`src/rtl/des_stim_seq.sv`:
```
// des_stim_seq: DES stimulus sequencer (plaintext/key/start, ciphertext capture, scope trigger); DES_STIM_CHAIN_EN chains ciphertext into the next plaintext.
// Latency: start 2 cycles after an enabled IDLE cycle; next start GAP_CYCLES+3 cycles after done_in.
// Backpressure: none; done_in is only accepted in WAIT, and a WAIT lasting TIMEOUT cycles sets a sticky fault.
module des_stim_seq #(
   parameter logic [63:0] KEY        = 64'h133457799BBCDFF1,
   parameter logic [63:0] PT_SEED    = 64'h0123456789ABCDEF,
   parameter int unsigned GAP_CYCLES = 1000,
   parameter int unsigned NUM_ENC    = 0,
   parameter int unsigned TIMEOUT    = 4096
) (
   input  logic        clk,
   input  logic        rst,
   input  logic        enable,
   output logic [63:0] pt_out,
   output logic [63:0] key_out,
   output logic        start,
   input  logic        done_in,
   input  logic [63:0] ct_in,
   output logic [63:0] ct_last,
   output logic        trigger,
   output logic [15:0] enc_count,
   output logic        finished,
   output logic        fault
);

   typedef enum logic [2:0] {
      IDLE  = 3'd0,
      LOAD  = 3'd1,
      START = 3'd2,
      WAIT  = 3'd3,
      GAP   = 3'd4,
      HALT  = 3'd5
   } state_t;

   localparam int              WW        = $clog2(TIMEOUT + 1);
   localparam logic [63:0]     PT_INIT   = (PT_SEED == 64'h0) ? 64'h1 : PT_SEED;
   localparam logic [WW-1:0]   WAIT_LAST = WW'(TIMEOUT - 1);
   localparam logic [19:0]     GAP_LAST  = 20'(GAP_CYCLES);
   localparam logic [15:0]     ENC_LIMIT = 16'(NUM_ENC);
   localparam bit              HAS_LIMIT = (NUM_ENC != 0);

   state_t          state;
   state_t          state_nxt;
   logic [WW-1:0]   wait_cnt;
   logic [19:0]     gap_cnt;
   logic            wait_hit;
   logic            gap_end;
   logic [63:0]     pt_next;

   assign key_out  = KEY;
   assign wait_hit = (state == WAIT) && (wait_cnt == WAIT_LAST);
   // GAP spends one extra cycle retiring the captured ciphertext before its idle count
   assign gap_end  = (state == GAP) && (gap_cnt == GAP_LAST);

`ifdef DES_STIM_CHAIN_EN
   assign pt_next = (ct_last == 64'h0) ? 64'h1 : ct_last;
`else
   assign pt_next = {pt_out[62:0], pt_out[63] ^ pt_out[62] ^ pt_out[60] ^ pt_out[59]};
`endif

   always_comb begin
      state_nxt = state;
      case (state)
         IDLE:  if (enable && !fault) state_nxt = LOAD;
         LOAD:  state_nxt = START;
         START: state_nxt = WAIT;
         WAIT: begin
            if (done_in)       state_nxt = GAP;
            else if (wait_hit) state_nxt = IDLE;
         end
         GAP: begin
            if (gap_end) begin
               if (HAS_LIMIT && (enc_count == ENC_LIMIT)) state_nxt = HALT;
               else if (enable)                          state_nxt = LOAD;
               else                                      state_nxt = IDLE;
            end
         end
         HALT:    state_nxt = HALT;
         default: state_nxt = IDLE;
      endcase
   end

   always_ff @(posedge clk) begin
      if (!rst) begin
         state     <= IDLE;
         pt_out    <= PT_INIT;
         ct_last   <= 64'h0;
         start     <= 1'b0;
         trigger   <= 1'b0;
         enc_count <= 16'h0;
         finished  <= 1'b0;
         fault     <= 1'b0;
         wait_cnt  <= '0;
         gap_cnt   <= '0;
      end else begin
         state    <= state_nxt;
         start    <= (state_nxt == START);
         trigger  <= (state_nxt == START) || (state_nxt == WAIT);
         finished <= (state_nxt == HALT);
         wait_cnt <= (state == WAIT) ? wait_cnt + 1'b1 : '0;
         gap_cnt  <= (state == GAP)  ? gap_cnt + 1'b1  : '0;

         if ((state == WAIT) && done_in) begin
            ct_last   <= ct_in;
            enc_count <= enc_count + 1'b1;
         end

         // done_in arriving on the last WAIT cycle beats the timeout
         if ((state == WAIT) && !done_in && wait_hit)
            fault <= 1'b1;

         if (gap_end)
            pt_out <= pt_next;
      end
   end

endmodule

```
`config.mk`:
```
export PLATFORM = sky130hd
export DESIGN_NAME = des_stim_seq
export DESIGN_NICKNAME = d
export VERILOG_FILES = /design/src/rtl/des_stim_seq.sv
export SDC_FILE = /design/constraint.sdc
export NUM_CORES = 1
export LEC_CHECK = 0
export ABC_AREA = 1
export BUFFER_PORTS_ARGS = -buffer_cell sky130_fd_sc_hd__buf_4
export CAP_MARGIN = 25
export CORE_UTILIZATION = 39
export CTS_CLUSTER_SIZE = 8
export DETAILED_ROUTE_END_ITERATION = 8
export GPL_ROUTABILITY_DRIVEN = 0
export GPL_TIMING_DRIVEN = 0
export PLACE_DENSITY = 0.65
export SLEW_MARGIN = 20
export SYNTH_ARGS = -nofsm -noshare
export SYNTH_HDL_FRONTEND = slang
export SYNTH_SLANG_ARGS = --single-unit
```
`constraint.sdc`:
```
create_clock -name clk -period 2.15 [get_ports clk]
set_input_delay 0.215 -clock clk [delete_from_list [all_inputs] [get_ports clk]]
set_output_delay 0.215 -clock clk [all_outputs]
set_load 0.02 [all_outputs]
```
* Yosys cells after proc, flatten, opt, wreduce, memory -nomap -nowiden
Index checks and enable logic that the tools add are counted.
** Word-level totals
- Bits in registers :: 184
- Output and inout port bits :: 212
- Logic and storage cells :: 44
** Cells by class
- Muxes and demuxes :: 6
- Bitwise gates (word level) :: 3
- Equality and inequality tests :: 10
- Add/subtract/negate cells :: 3
- Reduce and logical (&&, ||, !) cells :: 12
** Operators by type and width (number)
- 20-bit by 1-bit adder with 20-bit output, second input constant :: 1
- 20-bit by 10-bit == test with 1-bit output, second input constant :: 1
- 3-bit one-hot mux with 6 select lines :: 1
- 16-bit by 1-bit adder with 16-bit output, second input constant :: 1
- 13-bit by 1-bit adder with 13-bit output, second input constant :: 1
- 13-bit by 12-bit == test with 1-bit output, second input constant :: 1
- 3-bit by 2-bit == test with 1-bit output, second input constant :: 4
- 3-bit 2-to-1 mux :: 4
- 3-bit == test, second input constant :: 3
- 1-bit logical AND :: 6
- 2-bit AND reduction :: 2
- 3-bit by 1-bit == test with 1-bit output, second input constant :: 1
- 3-bit logical NOT :: 1
- 1-bit XOR :: 3
- 1-bit logical NOT :: 2
- 1-bit logical OR :: 1
- 1-bit 2-to-1 mux :: 1

* Depth between registers and ports, before layout
Gate-level depths: netlist of run 1.
- Depth after elaboration :: 7
- Depth in mapped cells :: 11
- Gate-level depth less buffers :: 10

* Worst setup path after synthesis of run 1
No wires, ideal clock.
- Kind :: register to register
- Start point :: reg enc_count[1]
- End point :: reg enc_count[14]
- Arrival time :: 1.437 ns
- Stages on the path, launching flop included :: 9
- Required time :: 2.034 ns
- Period minus slack after synthesis :: 1.553 ns
- Library setup time :: 0.116 ns
- Path buffers :: 0
- Path slack :: 0.597 ns
- Cell sequence :: dfxtp_1 > ha_1 > nand2_1 > nor3_1 > nand2_1 > nor2_2 > nand3_1 > o21ai_0 > nor2_1
** On the way
- Longest elaborated chain between the ends :: 1
** RTL lines
- from (decl) :: line 21 : output logic [15:0] enc_count,
- from (signal assigned) :: line 105 : enc_count <= enc_count + 1'b1;
- 16-bit by 1-bit adder with 16-bit output :: line 105
No other way between the ends.
A chain may end at the register's enable or synchronous reset.

* Final worst setup path of run 1
- Start point :: reg gap_cnt[0]
- End point :: reg gap_cnt[18]
** On the way
- Longest elaborated chain between the ends :: 1
** RTL lines
- from (decl) :: line 45 : logic [19:0] gap_cnt;
- from (signal assigned) :: line 101 : gap_cnt <= (state == GAP) ? gap_cnt + 1'b1 : '0;
- 20-bit by 1-bit adder with 20-bit output :: line 101
No other way between the ends.

==> results of run 1 <==
sequential cells by signal (all words and copies together) (netlist names), 3 cells and up:
| register | flops |
|---|---|
| ct_last | 64 |
| enc_count | 16 |
| gap_cnt | 20 |
| pt_out | 64 |
| state | 3 |
| wait_cnt | 13 |
metrics by stage:
stage / setup slack (ns) / power, uW / hold WS, ns / std cells / area, sq um
4_1_cts: 0.304 / 7160 / 0.0213 / 1631 / 10800
3_5_place_dp: 0.317 / 4020 / 0.444 / 1599 / 10200
2_1_floorplan: 0.597 / 3850 / 0.359 / 1114 / 8290
6_report: 0.305 / 7110 / 0.0307 / 1631 / 10800
3_3_place_gp: 0.328 / 4020 / 0.434 / 1599 / 10200
5_1_grt: 0.0917 / 7370 / 0.0216 / 1631 / 10800
cells in the mapped netlist:
| master | n | area share [%] |
|---|---|---|
| inv_2 | 1 | 0.047 |
| nor2_1 | 52 | 2.4 |
| nand3_2 | 1 | 0.12 |
| or3_1 | 1 | 0.078 |
| clkinv_1 | 1 | 0.047 |
| a31oi_1 | 3 | 0.23 |
| nor2_2 | 4 | 0.31 |
| ha_1 | 4 | 0.62 |
| nor3_2 | 3 | 0.37 |
| buf_2 | 23 | 1.4 |
| o21bai_1 | 1 | 0.093 |
| and3_1 | 1 | 0.078 |
| buf_4 | 127 | 12 |
| clkbuf_1 | 27 | 1.3 |
| or2_2 | 3 | 0.23 |
| nand4_4 | 1 | 0.26 |
| o21ai_0 | 47 | 2.9 |
| o21a_1 | 2 | 0.19 |
| a21oi_1 | 130 | 8.1 |
| nand2_1 | 236 | 11 |
| xnor2_1 | 2 | 0.22 |
| nor3b_1 | 2 | 0.19 |
| nand3_1 | 44 | 2.7 |
| xor2_1 | 7 | 0.76 |
| or2_0 | 1 | 0.078 |
| conb_1 | 2 | 0.093 |
| dfxtp_1 | 184 | 46 |
| a211oi_1 | 1 | 0.093 |
| inv_1 | 85 | 4.0 |
| nor3_1 | 13 | 0.81 |
| nor3b_2 | 1 | 0.16 |
| nand4_1 | 25 | 1.9 |
| o211ai_1 | 15 | 1.4 |
| nand3b_1 | 2 | 0.19 |
per-layer routing:
| metal | routed length (um) | GRT usage, % | up-vias |
|---|---|---|---|
| met2 | 9870 | 32.0 | 202 |
| met1 | 9370 | 24.5 | 3298 |
| met4 | 274 | 5.26 | 0 |
| met5 | 0 | 0 | - |
| met3 | 1210 | 5.58 | 21 |
| li1 | - | - | 3807 |
power by group through the flow:
| stage | logic (uW) | clock network, uW | registers, uW |
|---|---|---|---|
| after global routing | 536 | 3380 | 3450 |
| after floorplan | 295 | 0 | 3550 |
| after CTS | 493 | 3220 | 3450 |
| final | 496 | 3160 | 3450 |
| after detailed placement | 493 | 0 | 3530 |
| after global placement | 491 | 0 | 3530 |
final cells by class:
cell class	count	area, sq um	area share (%)
flip-flops and latches	184	3680	34.0
inverters	87	327	3.01
plain buffers	177	1170	10.8
well taps	270	338	3.12
clock buffers	18	439	4.05
clock inverters	14	160	1.48
multi-input cells	666	3110	28.7
repair buffers	215	1610	14.9
logic make-up after synthesis:
logic type	Yosys count
compound gates	199
xor+xnor	9
fa+ha+maj	4
buf+inv	264
flops	184
other cells	2
simple gates	390
worst max-delay path: cells and delay by family (launching register included):
kind / cells / cell delay [ns]
and+or+nand+nor: 5 / 0.84
DFF: 1 / 0.42
AOI/OAI and AO/OA: 2 / 0.25
adders and majority gates: 1 / 0.19
final timing paths:
kind	from	to	depth (start not counted)
worst max-delay path	gap_cnt[0]	gap_cnt[18]	8
worst min-delay path	ct_in[36]	ct_last[36]	3
worst max register to register	gap_cnt[0]	gap_cnt[18]	8
worst min register to register	wait_cnt[0]	wait_cnt[0]	1
==> qor.csv, run 1 <==
stage,metric,value,unit
synthesis,netlist_area,8050,sq um
power,clkPwrFrac,44.5,%
die,ioPinCount,280,
power,comb_power_share,7.0,%
route,drtIter0Drc,402,
sta,rsz0062_at_grt,false,
critical_path,crit_type,flop to flop,
critical_path,worstPathRequired,2.44,ns
clock_tree,insertion_delay,0.44,ns
cells_and_area,layout_commonest_cell,buf_4,
grt,grt_pass1_wl,33300,um
clock_tree,hold_buffers,0,
cells_and_area,diodes,0,
synthesis,synth-xor-area-share,0.979,%
grt,grt_usage,19.3,%
clock_tree,cts_root_buf,clkbuf_16,
sta,worst_slew_pin_slew,0.597,ns
power,seqPwrFrac,48.6,%
synthesis,synth-seq-cells,184,
critical_path,cp.arrival,2.14,ns
synthesis,muxShareOfSynthArea,0,%
power,p_leak,0.00469,uW
sta,fin_skew,0.0115,ns
synthesis,synth_top_family_by_area,simple AND/OR/NAND/NOR gates,
die,fp.dieH,146,um
power,p_int,5330,uW
route,postRouteAntennaNets,0,
clock_tree,worst_setup_hold_path_clk_slew,0.08,ns
sta,slew_violations,0,
clock_tree,clockBufferDepth,2,
critical_path,slowest_stage,dfxtp_1,
critical_path,crit_chain,"ha_1, nand2_1, nor2_1, nand2_1, nor2_2, nand2_1, o21ai_0, a21oi_1",
route,drcViolationCount,0,
cells_and_area,drive_gt1_share,30.2,%
cells_and_area,final_cell_mix,"342 x buf_4, 236 x nand2_1, 184 x dfxtp_1",
synthesis,synthSimpleGateAreaFrac,21.0,%
cells_and_area,post-route-util,53.6,%
sta,max_clock_freq,542,MHz
die,start_util,39.8,%
power,peakVddDrop,0.652,mV
synthesis,synthAdderAreaFrac,0.622,%
route,wl_per_cell,12.7,um
power,switchingPower,1770,uW
route,post_drt_via_cell_ratio,4.49,
die,dieArea,21200,sq um
route,vias,7328,
sta,hold_viol,0,
clock_tree,cts_resized,0,
critical_path,crit_top_cell,nand2_1,
clock_tree,cts-buffers-inserted,17,
sta,finalSetupViolCount,0,
critical_path,critPathMaxFanout,6,
critical_path,reg2reg_slack,0.30,ns
synthesis,syn_area_per_cell,7.65,sq um
synthesis,syn_inst,1052,
cells_and_area,num-fill-cells,1941,
sta,fin_crit,1.85,ns
grt,grt_max_degree,19,
place,io_buffers,215,
critical_path,max_stage_delay,0.42,ns
synthesis,yosys_warnings,0,
outcome,status,completed,
route,drt_pass1_iterations,5,
synthesis,ys_seq_area_share,45.7,%
grt,grt_pass1_vias,6670,
grt,antenna_found_initial,0,
synthesis,synth_compound_area_share,13.0,%
critical_path,worst_setup_path_start_kind,flop,
die,core_area,20200,sq um
die,row_count,52,
power,p_per_area,656,nW/um^2
synthesis,synth.distinct_cells,34,
sta,fin_crit_sh,85.8,%
clock_tree,cts_tree,done,
route,drt-total-wl,20700,um
sta,maxSlewHeadroom,60.2,%
die,die_w,146,um
grt,grt_overflow,0,
cells_and_area,area_growth,34.6,%
sta,setup_tns,0,ns
cells_and_area,fin_nets,1420,
place,post-dp-hpwl,15400,um
power,swShare,25.0,%
job,cap_violations,0,
critical_path,end_kind,flop,
clock_tree,cts_sinks,184,
clock_tree,cts_setup_buffers,0,
clock_tree,htreeDepth,4,
worst_hold_path,hold_path.class,primary input to flop,
No activity file was read; power rests on OpenSTA's default activity.
==> run 2, diff against run 1 <==
- CORE_MARGIN: unset -> 4
- CORE_UTILIZATION: 39 -> 50
- PLACE_DENSITY: 0.65 -> 0.8
==> qor.csv, run 2 (same netlist as run 1, synthesis figures left out) <==
stage,metric,value,unit,change
critical_path,end_kind,flop,,
critical_path,reg2reg_slack,0.33,ns,+0.03 ns
critical_path,reg2regPathDepth,11,,+3
critical_path,crit_type,flop to flop,,
route,drt_pass1_iterations,5,,unchanged
sta,finalWorstSetupSlack,0.334,ns,+0.0291 ns
clock_tree,clockBufferDepth,2,,unchanged
route,drcViolationCount,0,,unchanged
critical_path,worst_setup_path_start_kind,flop,,
sta,setup_tns,0,ns,unchanged
route,drtIter0Drc,529,,+32%
sta,hold_viol,0,,unchanged
worst_hold_path,hold_path.class,primary input to flop,,
grt,grt_pass1_wl,33100,um,-0.66%
sta,max_clock_freq,551,MHz,+1.6%
clock_tree,cts_resized,0,,unchanged
place,pre_cts_ws,0.353,ns,+0.0357 ns
clock_tree,worst_setup_hold_path_clk_slew,0.07,ns,about the same
place,io_buffers,215,,unchanged
grt,grt_overflow,0,,unchanged
die,start_util,50.9,%,+11 points
clock_tree,insertion_delay,0.43,ns,about the same
clock_tree,hold_buffers,0,,unchanged
critical_path,critPathMaxFanout,10,,+4
critical_path,worstPathRequired,2.51,ns,+0.07 ns
cells_and_area,final_cell_area,10700,sq um,-0.85%
route,wl_per_cell,13.3,um,+4.6%
cells_and_area,fin_nets,1420,,unchanged
critical_path,slowest_stage,dfxtp_1,,
sta,fin_crit_sh,84.5,%,-1.4 points
place,post-dp-hpwl,15800,um,+2.9%
die,row_count,46,,-12%
cells_and_area,fin_cells,1577,,-3.3%
sta,fin_skew,0.0132,ns,+0.00166 ns
route,vias,7457,,+1.8%
place,placed_area,10200,sq um,-0.66%
route,postRouteAntennaNets,0,,unchanged
clock_tree,cts_setup_buffers,0,,unchanged
die,dieArea,18200,sq um,-14%
die,core_area,15800,sq um,-22%
power,p_leak,0.00468,uW,-0.26%
clock_tree,cts-buffers-inserted,17,,unchanged
grt,grt_pass1_vias,6821,,+2.3%
cells_and_area,diodes,0,,unchanged
critical_path,cp.arrival,2.18,ns,+0.04 ns
sta,fin_crit,1.82,ns,-0.0291 ns
power,p_per_area,652,nW/um^2,-0.52%
job,cap_violations,0,,unchanged
die,fp.dieH,135,um,-7.4%
critical_path,crit_chain,"inv_1, ha_1, inv_1, nor2_1, nand3_1, nor2_1, nand3_1, buf_2, buf_2, o21ai_0, a21oi_1",,
clock_tree,cts_root_buf,clkbuf_16,,
power,peakVddDrop,0.588,mV,-9.9%
die,ioPinCount,280,,unchanged
cells_and_area,drive_gt1_share,30.1,%,-0.073 points
clock_tree,htreeDepth,4,,unchanged
route,drt-total-wl,21000,um,+1.1%
cells_and_area,final_cell_mix,"342 x buf_4, 236 x nand2_1, 184 x dfxtp_1",,
sta,slew_violations,0,,unchanged
cells_and_area,layout_commonest_cell,buf_4,,
grt,antenna_found_initial,0,,unchanged
sta,worst_slew_pin_slew,0.539,ns,-0.0580 ns
critical_path,max_stage_delay,0.42,ns,about the same
die,die_w,135,um,-7.4%
clock_tree,cts_tree,done,,
cells_and_area,top_regs,"ct_last: 64 flops, pt_out: 64 flops, gap_cnt: 20 flops",,
clock_tree,cts_sinks,184,,unchanged
cells_and_area,area_growth,33.4,%,
place,dp_cells,1545,,-3.4%
route,post_drt_via_cell_ratio,4.73,,+5.2%
worst_hold_path,whs_path_depth,3,,unchanged
outcome,status,completed,,
sta,maxSlewHeadroom,64.1,%,+3.9 points
grt,grt_max_degree,17,,-2
grt,grt_usage,22.2,%,+2.9 points
sta,finalSetupViolCount,0,,unchanged
sta,rsz0062_at_grt,false,,
[run 2: layout make-up]
type,count,area (sq um)
Buffer,177,1170
Fill cell,1339,5080
Tap cell,216,270
Sequential cell,184,3680
Clock buffer,18,429
Inverter,87,327
Timing Repair Buffer,215,1610
Clock inverter,14,145
Multi-Input combinational cell,666,3110
[run 2: layer usage]
layer / track usage (%) / vias up / share of wire (%)
li1: - / 3809 / -
met4: 7.35 / 0 / 2.1
met3: 5.89 / 29 / 6.8
met5: 0 / - / 0
met1: 27.4 / 3403 / 42
met2: 37.8 / 216 / 49
[run 2: stage by stage]
step	hold WS (ns)	power, uW	utilization (%)
floorplan	0.359	3850	-
global placement	0.434	4010	64.3
detailed placement	0.449	4020	64.3
CTS	0.0291	7040	67.9
global route	0.0346	7230	67.9
finish	0.0372	7010	67.9
[run 2: final timing paths]
kind                                  start          end
worst min-delay path              ct_in[18]  ct_last[18]
worst max-delay path             gap_cnt[0]    pt_out[9]
worst max register to register   gap_cnt[0]    pt_out[9]
worst min register to register  wait_cnt[0]  wait_cnt[0]
[run 2: report_power, final]
part	internal [uW]	total, uW	switching [uW]
logic	216	498	282
registers	3430	3450	19.7
clock network	1720	3060	1340
total	5370	7010	1640
[run 2: worst max-delay path, delay by kind of cell, from the launching register on]
kind / cells / cell delay (ns)
buffers and inverters: 4 / 0.61
adders and majority gates: 1 / 0.19
and+or+nand+nor: 4 / 0.29
AOI/OAI and AO/OA: 2 / 0.25
DFF: 1 / 0.42
==> run 3, diff against run 2 <==
- ABC_AREA: 1 -> 0
- CORE_UTILIZATION: 50 -> 46
- PLACE_DENSITY: 0.8 -> 0.77
- clock period: 2.15 -> 1.52 ns (I/O delays scaled with it)
==> qor.csv, run 3 <==
stage,metric,value,unit,change
worst_hold_path,hold_path.class,primary input to flop,,
grt,grt_max_degree,20,,+3
die,core_area,17400,sq um,+9.7%
critical_path,cp.depth,8,,-3
clock_tree,htreeDepth,4,,unchanged
synthesis,synth-main-ff-cell,dfxtp_1,,
place,post-dp-hpwl,15800,um,-0.19%
cells_and_area,drive_gt1_share,44.3,%,+14 points
critical_path,reg2reg_slack,-0.21,ns,-0.55 ns
synthesis,synth_edf_count,0,,unchanged
clock_tree,clockBufferDepth,2,,unchanged
sta,worst_slew_pin_slew,0.743,ns,+0.204 ns
sta,slew_violations,0,,unchanged
cells_and_area,layout_commonest_cell,buf_4,,
power,swShare,26.4,%,+3.0 points
power,clkPwrFrac,42.8,%,-0.8 points
place,dp_cells,1489,,-3.6%
route,vias,8265,,+11%
route,drtIter0Drc,582,,+10%
sta,finalWorstSetupSlack,-0.215,ns,-0.549 ns
critical_path,max_stage_delay,0.33,ns,-0.09 ns
grt,grt_pass1_wl,37100,um,+12%
die,die_w,141,um,+4.6%
sta,finalSetupViolCount,78,,+78
critical_path,worst_setup_path_start_kind,flop,,
sta,setup_tns,-12.18,ns,-12.18 ns
critical_path,end_kind,flop,,
sta,fin_crit,1.73,ns,-0.0814 ns
synthesis,ys_async_sr_fraction,0,%,unchanged
clock_tree,cts_tree,done,,
place,placed_area,10300,sq um,+1.4%
power,seqPwrFrac,46.5,%,-2.8 points
critical_path,crit_path_end,pt_out[21],,
power,p_leak,0.00534,uW,+14%
die,fp.dieH,141,um,+4.6%
cells_and_area,area_growth,58.5,%,
synthesis,synth_top_cell_area_share,45.2,%,-0.57 points
route,drt-total-wl,27000,um,+29%
cells_and_area,fin_nets,1453,,+2.3%
cells_and_area,final_cell_area,12900,sq um,+20%
power,switchingPower,2790,uW,+70%
clock_tree,insertion_delay,0.44,ns,about the same
clock_tree,worst_setup_hold_path_clk_slew,0.08,ns,about the same
sta,rsz0062_at_grt,true,,
synthesis,yosys_warnings,0,,unchanged
job,cap_violations,0,,unchanged
power,p_int,7790,uW,+45%
die,dieArea,19900,sq um,+9.5%
cells_and_area,final_cell_mix,"367 x buf_4, 170 x dfxtp_1, 129 x nand2_1",,
sta,fin_skew,0.0171,ns,+0.00391 ns
critical_path,critPathMaxFanout,10,,unchanged
synthesis,yosys.area.top_type,dfxtp_1,,
outcome,status,"finished, violations left",,
power,p_per_area,818,nW/um^2,+25%
critical_path,slowest_stage,dfxtp_2,,
critical_path,worstSetupStartpoint,gap_cnt[1],,
power,comb_power_share,10.7,%,+3.6 points
grt,grt_overflow,0,,unchanged
synthesis,synth.most_common_cell,dfxtp_1,,
critical_path,r2r_end,pt_out[21],,
clock_tree,cts_sinks,184,,unchanged
die,row_count,48,,+4.3%
die,start_util,47.0,%,-3.9 points
critical_path,cp.arrival,2.04,ns,-0.14 ns
synthesis,synth.distinct_cells,46,,+35%
sta,fin_crit_sh,114,%,+30 points
cells_and_area,diodes,0,,unchanged
grt,grt_usage,22.6,%,+0.41 points
route,postRouteAntennaNets,0,,unchanged
critical_path,crit_buf_inv,3,,-1
sta,max_clock_freq,577,MHz,+4.7%
power,peakVddDrop,0.922,mV,+57%
critical_path,reg2regPathDepth,8,,-3
grt,antenna_found_initial,0,,unchanged
synthesis,yosys-top-cells-count,"184 x dfxtp_1, 150 x nand2_1, 132 x buf_4",,
synthesis,synth-seq-cells,184,,unchanged
sta,maxSlewHeadroom,50.4,%,-14 points
synthesis,netlist_area,8150,sq um,+1.3%
critical_path,path_delay_family,simple AND/OR/NAND/NOR gates,,
cells_and_area,top_regs,"ct_last: 64 flops, pt_out: 64 flops, gap_cnt: 20 flops",,
grt,grt_pass1_vias,7508,,+10%
critical_path,r2r_start,gap_cnt[1],,
synthesis,synth_area_leaders,"dfxtp_1 45%, buf_4 12%, nand2_1 6.9%",,
cells_and_area,post-route-util,74.5,%,+6.6 points
route,drt_pass1_iterations,5,,unchanged
clock_tree,cts-buffers-inserted,17,,unchanged
synthesis,syn_area_per_cell,8.25,sq um,+7.8%
synthesis,syn_inst,988,,-6.1%
sta,hold_viol,0,,unchanged
die,ioPinCount,280,,unchanged
outcome,failed_checks,setup timing,,
place,io_buffers,214,,-0.47%
route,post_drt_via_cell_ratio,5.11,,+8.0%
critical_path,crit_type,flop to flop,,
synthesis,ys_seq_area_share,45.2,%,-0.57 points
critical_path,crit_chain,"inv_2, ha_4, nor4b_4, nand4_1, buf_6, buf_8, o21ai_2, nand3_1",,
clock_tree,cts_root_buf,clkbuf_16,,
route,drcViolationCount,0,,unchanged
cells_and_area,fin_cells,1619,,+2.7%
route,wl_per_cell,16.7,um,+26%
critical_path,worstPathRequired,1.82,ns,-0.69 ns
==> run 3: cell types whose count changed after synthesis, moves of 6 or more <==
| cell | before | now |
|---|---|---|
| nand2_1 | 236 | 150 |
| xnor2_1 | 2 | 18 |
| nand3_1 | 44 | 111 |
| a21oi_1 | 130 | 108 |
| xor2_1 | 7 | 16 |
| o211ai_1 | 15 | 0 |
| nand4_1 | 25 | 14 |
| nor4_1 | 0 | 6 |
| o21ai_0 | 47 | 68 |
| nor2_1 | 52 | 35 |
| clkbuf_1 | 27 | 33 |
| inv_1 | 85 | 8 |
==> run 3: repair_timing <==
action / 4_1_cts / 5_1_grt
endpoints found under the hold margin: 64 / 0
hold buffers: 64 / 0
endpoints found under the setup margin: 161 / 164
pin swaps: 18 / 63
gates resized for setup: 152 / 190
setup buffers: 15 / 10
cloned: 2 / 9
==> run 3: power groups by stage <==
| stage | combinational [uW] | clock (uW) | sequential, uW |
|---|---|---|---|
| floorplan | 482 | 0 | 5060 |
| global placement | 804 | 0 | 5020 |
| detailed placement | 807 | 0 | 5020 |
| CTS | 986 | 4560 | 4910 |
| global route | 1190 | 4770 | 4930 |
| finish | 1130 | 4530 | 4920 |
==> run 3: cell families after synthesis <==
| group | share of synthesized area, % |
|---|---|
| XOR/XNOR | 3.65 |
| AO/OA/AOI/OAI | 12.0 |
| other | 0.0921 |
| multiplexers | 0.491 |
| flip-flops | 45.2 |
| adder cells (fa/ha/maj) | 0.614 |
| AND/OR/NAND/NOR | 21.9 |
| buffers and inverters | 16.2 |
==> run 3: stage by stage <==
| step | worst slack, ns | total power (uW) | hold slack, ns |
|---|---|---|---|
| after global placement | -0.483 | 5820 | 0.398 |
| after global routing | -0.292 | 10900 | 0.0581 |
| after CTS | -0.172 | 10500 | 0.0520 |
| after detailed placement | -0.498 | 5820 | 0.408 |
| final | -0.215 | 10600 | 0.0579 |
| after floorplan | -0.0158 | 5540 | 0.288 |
==> run 3: worst min path at each step <==
stage               cells past startpoint           to  slack (ns)       from
detailed placement                      3  ct_last[57]        0.41  ct_in[57]
CTS                                     3     state[0]        0.05     enable
floorplan                               2   ct_last[0]        0.29   ct_in[0]
global placement                        3  ct_last[35]        0.40  ct_in[35]
finish                                  3     state[0]        0.06     enable
global route                            3     state[0]        0.06     enable
==> run 3: worst reg2reg max path, delay by kind of cell, from the launching register on <==
family / cells / cell delay [ns]
buffers and inverters: 3 / 0.44
flip-flops: 1 / 0.33
adder cells (fa/ha/maj): 1 / 0.12
AO/OA/AOI/OAI: 1 / 0.13
AND/OR/NAND/NOR: 3 / 0.59
==> run 3: final cells by class <==
cell class,instances,area (sq um)
Buffer,194,1540
Clock buffer,17,425
Clock inverter,15,181
Fill cell,1099,4430
Inverter,8,30.0
Multi-Input combinational cell,662,4100
Sequential cell,184,3700
Tap cell,225,282
Timing Repair Buffer,314,2670
==> run 3: metal layers <==
metal / part of all wire, % / vias up / routed length (um) / track usage, %
met5: 0 / - / 0 / 0
li1: - / 3955 / - / -
met4: 2.9 / 0 / 772 / 8.57
met2: 52 / 327 / 14000 / 38.3
met1: 38 / 3916 / 10400 / 27.9
met3: 6.9 / 67 / 1870 / 5.36
